==> config.mk <==
export PLATFORM = sky130hd
export DESIGN_NAME = board_frame_tx
export DESIGN_NICKNAME = d
export VERILOG_FILES = /design/src/rtl/board_pkg.sv /design/src/rtl/board_byte_pack.sv /design/src/rtl/board_frame_tx.sv
export SDC_FILE = /design/constraint.sdc
export NUM_CORES = 1
export LEC_CHECK = 0
export ABC_AREA = 1
export BUFFER_PORTS_ARGS = -buffer_cell sky130_fd_sc_hd__buf_2
export CORE_MARGIN = 2
export CORE_UTILIZATION = 50
export CTS_BUF_LIST = sky130_fd_sc_hd__clkbuf_4 sky130_fd_sc_hd__clkbuf_8
export DETAILED_ROUTE_END_ITERATION = 8
export PLACE_DENSITY = 0.73
export SLEW_MARGIN = 20
export SYNTH_ARGS = -nofsm -noshare
export SYNTH_HDL_FRONTEND = slang
export SYNTH_SLANG_ARGS = --single-unit
==> constraint.sdc <==
create_clock -name clk_in -period 3.8 [get_ports clk_in]
set_input_delay 0.76 -clock clk_in [delete_from_list [all_inputs] [get_ports clk_in]]
set_output_delay 0.76 -clock clk_in [all_outputs]
set_load 0.05 [all_outputs]
==> src/rtl/board_pkg.sv <==
// rtl/board_pkg.sv - shared types, constants and sizing helper for the board frame transmitter
package board_pkg;

   typedef enum logic [1:0] {
      CELL_EMPTY   = 2'b00,
      CELL_BLACK   = 2'b01,
      CELL_WHITE   = 2'b10,
      CELL_ILLEGAL = 2'b11
   } cell_t;

   typedef enum logic [2:0] {
      ST_IDLE,
      ST_SYNC,
      ST_DIM,
      ST_PAYLOAD,
      ST_CSUM
   } frame_state_t;

   localparam logic [7:0] SYNC_BYTE_DEFAULT = 8'hA5;
   localparam int         CELL_BITS         = 2;

   // Four 2-bit cells per payload byte, last byte zero-padded.
   function automatic int npay(input int dim);
      return (dim * dim + 3) / 4;
   endfunction

endpackage

==> src/rtl/board_byte_pack.sv <==
// rtl/board_byte_pack.sv - picks the four cells of payload byte idx_in from the snapshot, zero-padded
module board_byte_pack
   import board_pkg::*;
#(
   parameter int BOARD_DIM = 9
) (
   input  logic [BOARD_DIM*BOARD_DIM*CELL_BITS-1:0] snap_in,
   input  logic [$clog2(npay(BOARD_DIM))-1:0]      idx_in,
   output logic [7:0]                               byte_out
);

   localparam int NCELLS = BOARD_DIM * BOARD_DIM;
   localparam int IDX_W  = $clog2(npay(BOARD_DIM));
   localparam int NB     = 2 ** IDX_W;

   // Table padded to a power of two so every index value selects a defined byte.
   logic [NB-1:0][7:0] bytes;

   for (genvar k = 0; k < NB; k++) begin : g_byte
      for (genvar j = 0; j < 4; j++) begin : g_cell
         if (4 * k + j < NCELLS) begin : g_live
            assign bytes[k][2*j +: 2] = snap_in[(4*k+j)*CELL_BITS +: CELL_BITS];
         end else begin : g_pad
            assign bytes[k][2*j +: 2] = CELL_EMPTY;
         end
      end
   end

   assign byte_out = bytes[idx_in];

endmodule

==> src/rtl/board_frame_tx.sv <==
// rtl/board_frame_tx.sv - serialises a board snapshot as SYNC, DIM, payload, XOR checksum over valid/ready
module board_frame_tx
   import board_pkg::*;
#(
   parameter int         BOARD_DIM = 9,
   parameter int         CELL_W    = 2,
   parameter logic [7:0] SYNC_BYTE = SYNC_BYTE_DEFAULT
) (
   input  logic                                 clk_in,
   input  logic                                 rst_n_in,
   input  logic [BOARD_DIM*BOARD_DIM*CELL_W-1:0] board_in,
   input  logic                                 start_in,
   input  logic                                 abort_in,
   output logic [7:0]                           tx_data_out,
   output logic                                 tx_valid_out,
   input  logic                                 tx_ready_in,
   output logic                                 tx_last_out,
   output logic                                 busy_out,
   output logic                                 done_out,
   output logic                                 illegal_out
);

   localparam int         NCELLS   = BOARD_DIM * BOARD_DIM;
   localparam int         NPAY     = npay(BOARD_DIM);
   localparam int         IDX_W    = $clog2(NPAY);
   localparam int         SNAP_W   = NCELLS * CELL_W;
   localparam logic [7:0] DIM_BYTE = 8'(BOARD_DIM);

   frame_state_t      state_q, state_d;
   logic [SNAP_W-1:0] snap_q, snap_d;
   logic [IDX_W-1:0]  cnt_q, cnt_d;
   logic [7:0]        csum_q, csum_d;
   logic [7:0]        data_q, data_d;
   logic              valid_q, valid_d;
   logic              last_q, last_d;
   logic              done_q, done_d;
   logic              illegal_q, illegal_d;

   logic [NCELLS-1:0] cell_ill;
   logic [IDX_W-1:0]  pack_idx;
   logic [7:0]        pack_byte;
   logic              hs;

   for (genvar i = 0; i < NCELLS; i++) begin : g_ill
      assign cell_ill[i] = (board_in[i*CELL_W +: CELL_W] == CELL_ILLEGAL);
   end

   // Look ahead one byte so the next payload byte is ready on the accepting edge.
   assign pack_idx = (state_q == ST_PAYLOAD) ? cnt_q + IDX_W'(1) : '0;
   assign hs       = valid_q & tx_ready_in;

   board_byte_pack #(
      .BOARD_DIM (BOARD_DIM)
   ) u_pack (
      .snap_in  (snap_q),
      .idx_in   (pack_idx),
      .byte_out (pack_byte)
   );

   always_ff @(posedge clk_in or negedge rst_n_in) begin
      if (!rst_n_in) begin
         state_q   <= ST_IDLE;
         snap_q    <= '0;
         cnt_q     <= '0;
         csum_q    <= '0;
         data_q    <= '0;
         valid_q   <= 1'b0;
         last_q    <= 1'b0;
         done_q    <= 1'b0;
         illegal_q <= 1'b0;
      end else begin
         state_q   <= state_d;
         snap_q    <= snap_d;
         cnt_q     <= cnt_d;
         csum_q    <= csum_d;
         data_q    <= data_d;
         valid_q   <= valid_d;
         last_q    <= last_d;
         done_q    <= done_d;
         illegal_q <= illegal_d;
      end
   end

   always_comb begin
      state_d   = state_q;
      snap_d    = snap_q;
      cnt_d     = cnt_q;
      csum_d    = csum_q;
      data_d    = data_q;
      valid_d   = valid_q;
      last_d    = last_q;
      done_d    = 1'b0;
      illegal_d = illegal_q;

      if (state_q != ST_IDLE && abort_in) begin
         state_d = ST_IDLE;
         cnt_d   = '0;
         csum_d  = '0;
         data_d  = '0;
         valid_d = 1'b0;
         last_d  = 1'b0;
      end else begin
         case (state_q)
            ST_IDLE: begin
               // Starts are held off during the done pulse cycle.
               if (start_in && !done_q) begin
                  snap_d    = board_in;
                  illegal_d = |cell_ill;
                  state_d   = ST_SYNC;
                  data_d    = SYNC_BYTE;
                  valid_d   = 1'b1;
                  last_d    = 1'b0;
               end
            end
            ST_SYNC: begin
               if (hs) begin
                  state_d = ST_DIM;
                  data_d  = DIM_BYTE;
               end
            end
            ST_DIM: begin
               if (hs) begin
                  state_d = ST_PAYLOAD;
                  cnt_d   = '0;
                  csum_d  = DIM_BYTE;
                  data_d  = pack_byte;
               end
            end
            ST_PAYLOAD: begin
               if (hs) begin
                  csum_d = csum_q ^ data_q;
                  if (cnt_q == IDX_W'(NPAY - 1)) begin
                     state_d = ST_CSUM;
                     cnt_d   = '0;
                     data_d  = csum_q ^ data_q;
                     last_d  = 1'b1;
                  end else begin
                     cnt_d  = cnt_q + IDX_W'(1);
                     data_d = pack_byte;
                  end
               end
            end
            ST_CSUM: begin
               if (hs) begin
                  state_d = ST_IDLE;
                  csum_d  = '0;
                  data_d  = '0;
                  valid_d = 1'b0;
                  last_d  = 1'b0;
                  done_d  = 1'b1;
               end
            end
            default: state_d = ST_IDLE;
         endcase
      end
   end

   assign tx_data_out  = data_q;
   assign tx_valid_out = valid_q;
   assign tx_last_out  = last_q;
   assign busy_out     = (state_q != ST_IDLE);
   assign done_out     = done_q;
   assign illegal_out  = illegal_q;

endmodule

==> flow_summary_export.csv <==
group,metric,value,unit
synthesis,async_reset_ff_share,100.0,%
placement,gp_congestion,0.9404,
global_route,top_usage_layer,"met2",
clock_tree,clock_path_buffers,2,
finish,nets,1680,
critical_path,required,4.23,ns
clock_tree,clk_pin_slew,0.10,ns
placement,place_area,10950,um2
finish,nFillCells,1898,
synthesis,syn_avg_cell_area,7.227,um2
detailed_routing,first_iter_violations,929,
global_route,met2_usage,46.07,%
clock_tree,postCtsHoldBufs,0,
timing,layout_min_cycle_time,2.889,ns
detailed_routing,wl_per_cell,17.16,um
synthesis,ys.flop_type,"dfrtp_1",
outcome,status,"finished clean",
synthesis,syn-num-nets,1532,
critical_path,cp_slowest_cell,"dfrtp_1",
floorplanning,ioPinCount,180,
critical_path,crit_chain,"nand2_2 -> nor2_4 -> inv_2 -> nor2_1 -> inv_1 -> nor2_2 -> o21ai_1 -> nand3_1 -> nand2_1 -> nand3_1 -> nand2_1 -> nand2_1",
global_route,gr-usage-all-layers,30.10,%
pwr,peakVddDrop,0.0003486,V
floorplanning,dieArea,20840,um2
detailed_routing,ant_nets,0,
global_route,antenna_found_initial,0,
critical_path,path_max_fanout,17,
floorplanning,start_util,50.78,%
timing,tns,0,ns
clock_tree,cts_resized,0,
critical_path,cpPeakStageDelay,0.51,ns
critical_path,regToRegSetupSlack,0.91,ns
placement,hpwl,22310,um
global_route,grt_overflow,0,
finish,final_area,11310,um2
finish,syn2layout_area_growth,14.81,%
timing,setup_viol,0,
placement,io_buffer_count,179,
synthesis,synth_warnings,0,
synthesis,synth_area,9851,um2
critical_path,startpoint_type,"flop",
detailed_routing,drc,0,
synthesis,ys_ff_latch,190,
critical_path,worst-path-buf-inv,2,
global_route,grt_util_met1,41.48,%
synthesis,ys_seq_area_share,48.27,%
pwr,leakagePower,6.186,nW
floorplanning,core_area,19400,um2
timing,tightestPinTransition,0.8227,ns
global_route,grt_pass1_wl,47130,um
floorplanning,die_x,144.4,um
finish,drive_gt1_share,16.54,%
timing,hold_violations,0,
synthesis,synth_edf_count,0,
flow_run,drv_cap,0,
timing,slew_violations,0,
timing,rsz0062_at_grt,"false",
timing,skew,0.01315,ns
global_route,grt_max_degree,172,
critical_path,crit_top_cell,"nand2_1",
critical_path,critPathArrivalTime,3.32,ns
floorplanning,row_count,51,
clock_tree,cts_made_buffers,17,
detailed_routing,wl,30690,um
finish,antenna_cells,0,
clock_tree,post_cts_buffers,0,
synthesis,syn-instance-count,1363,
floorplanning,die-height,144.4,um
critical_path,end_kind,"flop",
timing,clock.fmax,346.2,MHz
detailed_routing,via_per_inst,5.365,
timing,max-slew-margin-rel,45.15,%
pwr,powerDensity,730.0,nW/um2
clock_tree,cts_tree,"built",
critical_path,critPathKind,"reg2reg",
timing,fin_crit_sh,76.01,%
synthesis,synth_cell_types,41,
critical_path,crit_family,"simple AND/OR/NAND/NOR gates",
clock_tree,clk_latency,0.49,ns
detailed_routing,dr.pass1.iters,5,
global_route,use_met3,7.119,%
detailed_routing,num_vias,9598,
global_route,grt_pass1_vias,8964,
clock_tree,cts-root-buf,"clkbuf_8",
clock_tree,cts_max_level,4,
clock_tree,cts.sinks,190,
min_path,min_path_type,"in2async",
==> metal layers <==
metal	vias up	routed length (um)
met5	-	0
met4	0	1150
met1	4458	12960
li1	4616	-
met3	78	2504
met2	446	14070
==> synthesized netlist by cell type, types with 10 or more instances <==
master / instances / area, um2
dfrtp_1: 190 / 4755
o21ai_1: 11 / 55.05
a21oi_1: 18 / 90.09
nand4_1: 13 / 81.33
nand3_1: 115 / 575.6
o21ai_0: 73 / 365.4
nor2_1: 49 / 183.9
clkbuf_1: 36 / 135.1
o22ai_1: 15 / 93.84
nand2_1: 661 / 2481
buf_2: 19 / 95.09
inv_2: 10 / 37.54
inv_1: 83 / 311.6
==> path summary, 6_finish.rpt <==
check	depth (start not counted)	from	end
max	12	state_q[0]	tx_data_out[5]
min	1	rst_n_in	snap_q[77]
max reg2reg	12	state_q[0]	tx_data_out[5]
min reg2reg	2	snap_q[116]	snap_q[116]
max in group asynchronous	2	rst_n_in	snap_q[153]
min in group clk_in	2	abort_in	done_out
==> flip-flops by register name, summed over array words and instances, names as in the netlist <==
signal / count
snap_q: 162
csum_q: 8
tx_data_out: 8
cnt_q: 5
state_q: 3
done_out: 1
illegal_out: 1
tx_last_out: 1
tx_valid_out: 1
==> metrics by stage <==
stage	hold slack [ns]	power (W)	setup slack (ns)	util [%]	instances
finish	0.3336	0.008256	0.9115	58.30	1789
global route	0.3831	0.008887	0.7357	58.30	1789
CTS	0.3579	0.008229	1.051	58.30	1789
detailed placement	0.4653	0.006946	1.109	56.44	1757
global placement	0.4585	0.006876	1.214	56.44	1757
floorplan	0.4401	0.005891	1.187	-	1363
==> power breakdown <==
| group | internal [W] | switching, W |
|---|---|---|
| clock | 0.000472 | 0.000802 |
| combinational | 0.00115 | 0.00234 |
| sequential | 0.00292 | 0.000575 |
==> logic make-up (layout without fill, tap and decap cells) <==
logic type	after synthesis	after routing	share of synthesized area [%]
XOR/XNOR	9	9	0.8002
adder cells (fa/ha/maj)	2	2	0.2540
buffers and inverters	158	319	6.605
flip-flops	190	190	48.27
AO/OA/AOI/OAI	141	141	8.421
AND/OR/NAND/NOR	863	863	35.65
==> area by class of cell <==
class | count | area [um2] | area share [%]
Timing Repair Buffer | 192 | 1050 | 9.282
Clock inverter | 15 | 127.6 | 1.128
Multi-Input combinational cell | 1015 | 4453 | 39.37
Inverter | 95 | 359.1 | 3.175
Sequential cell | 190 | 4755 | 42.04
Tap cell | 265 | 331.6 | 2.932
Clock buffer | 17 | 234.0 | 2.069
==> cells in the final DEF (no fill, tap or decap), types with 15 or more instances in the layout <==
| master | n |
|---|---|
| buf_2 | 178 |
| nand2_1 | 660 |
| dfrtp_1 | 190 |
| nand3_1 | 115 |
| a21oi_1 | 18 |
| o22ai_1 | 15 |
| inv_1 | 82 |
| o21ai_0 | 73 |
| clkbuf_8 | 17 |
| nor2_1 | 49 |
No activity file was read; power rests on OpenSTA's default activity.
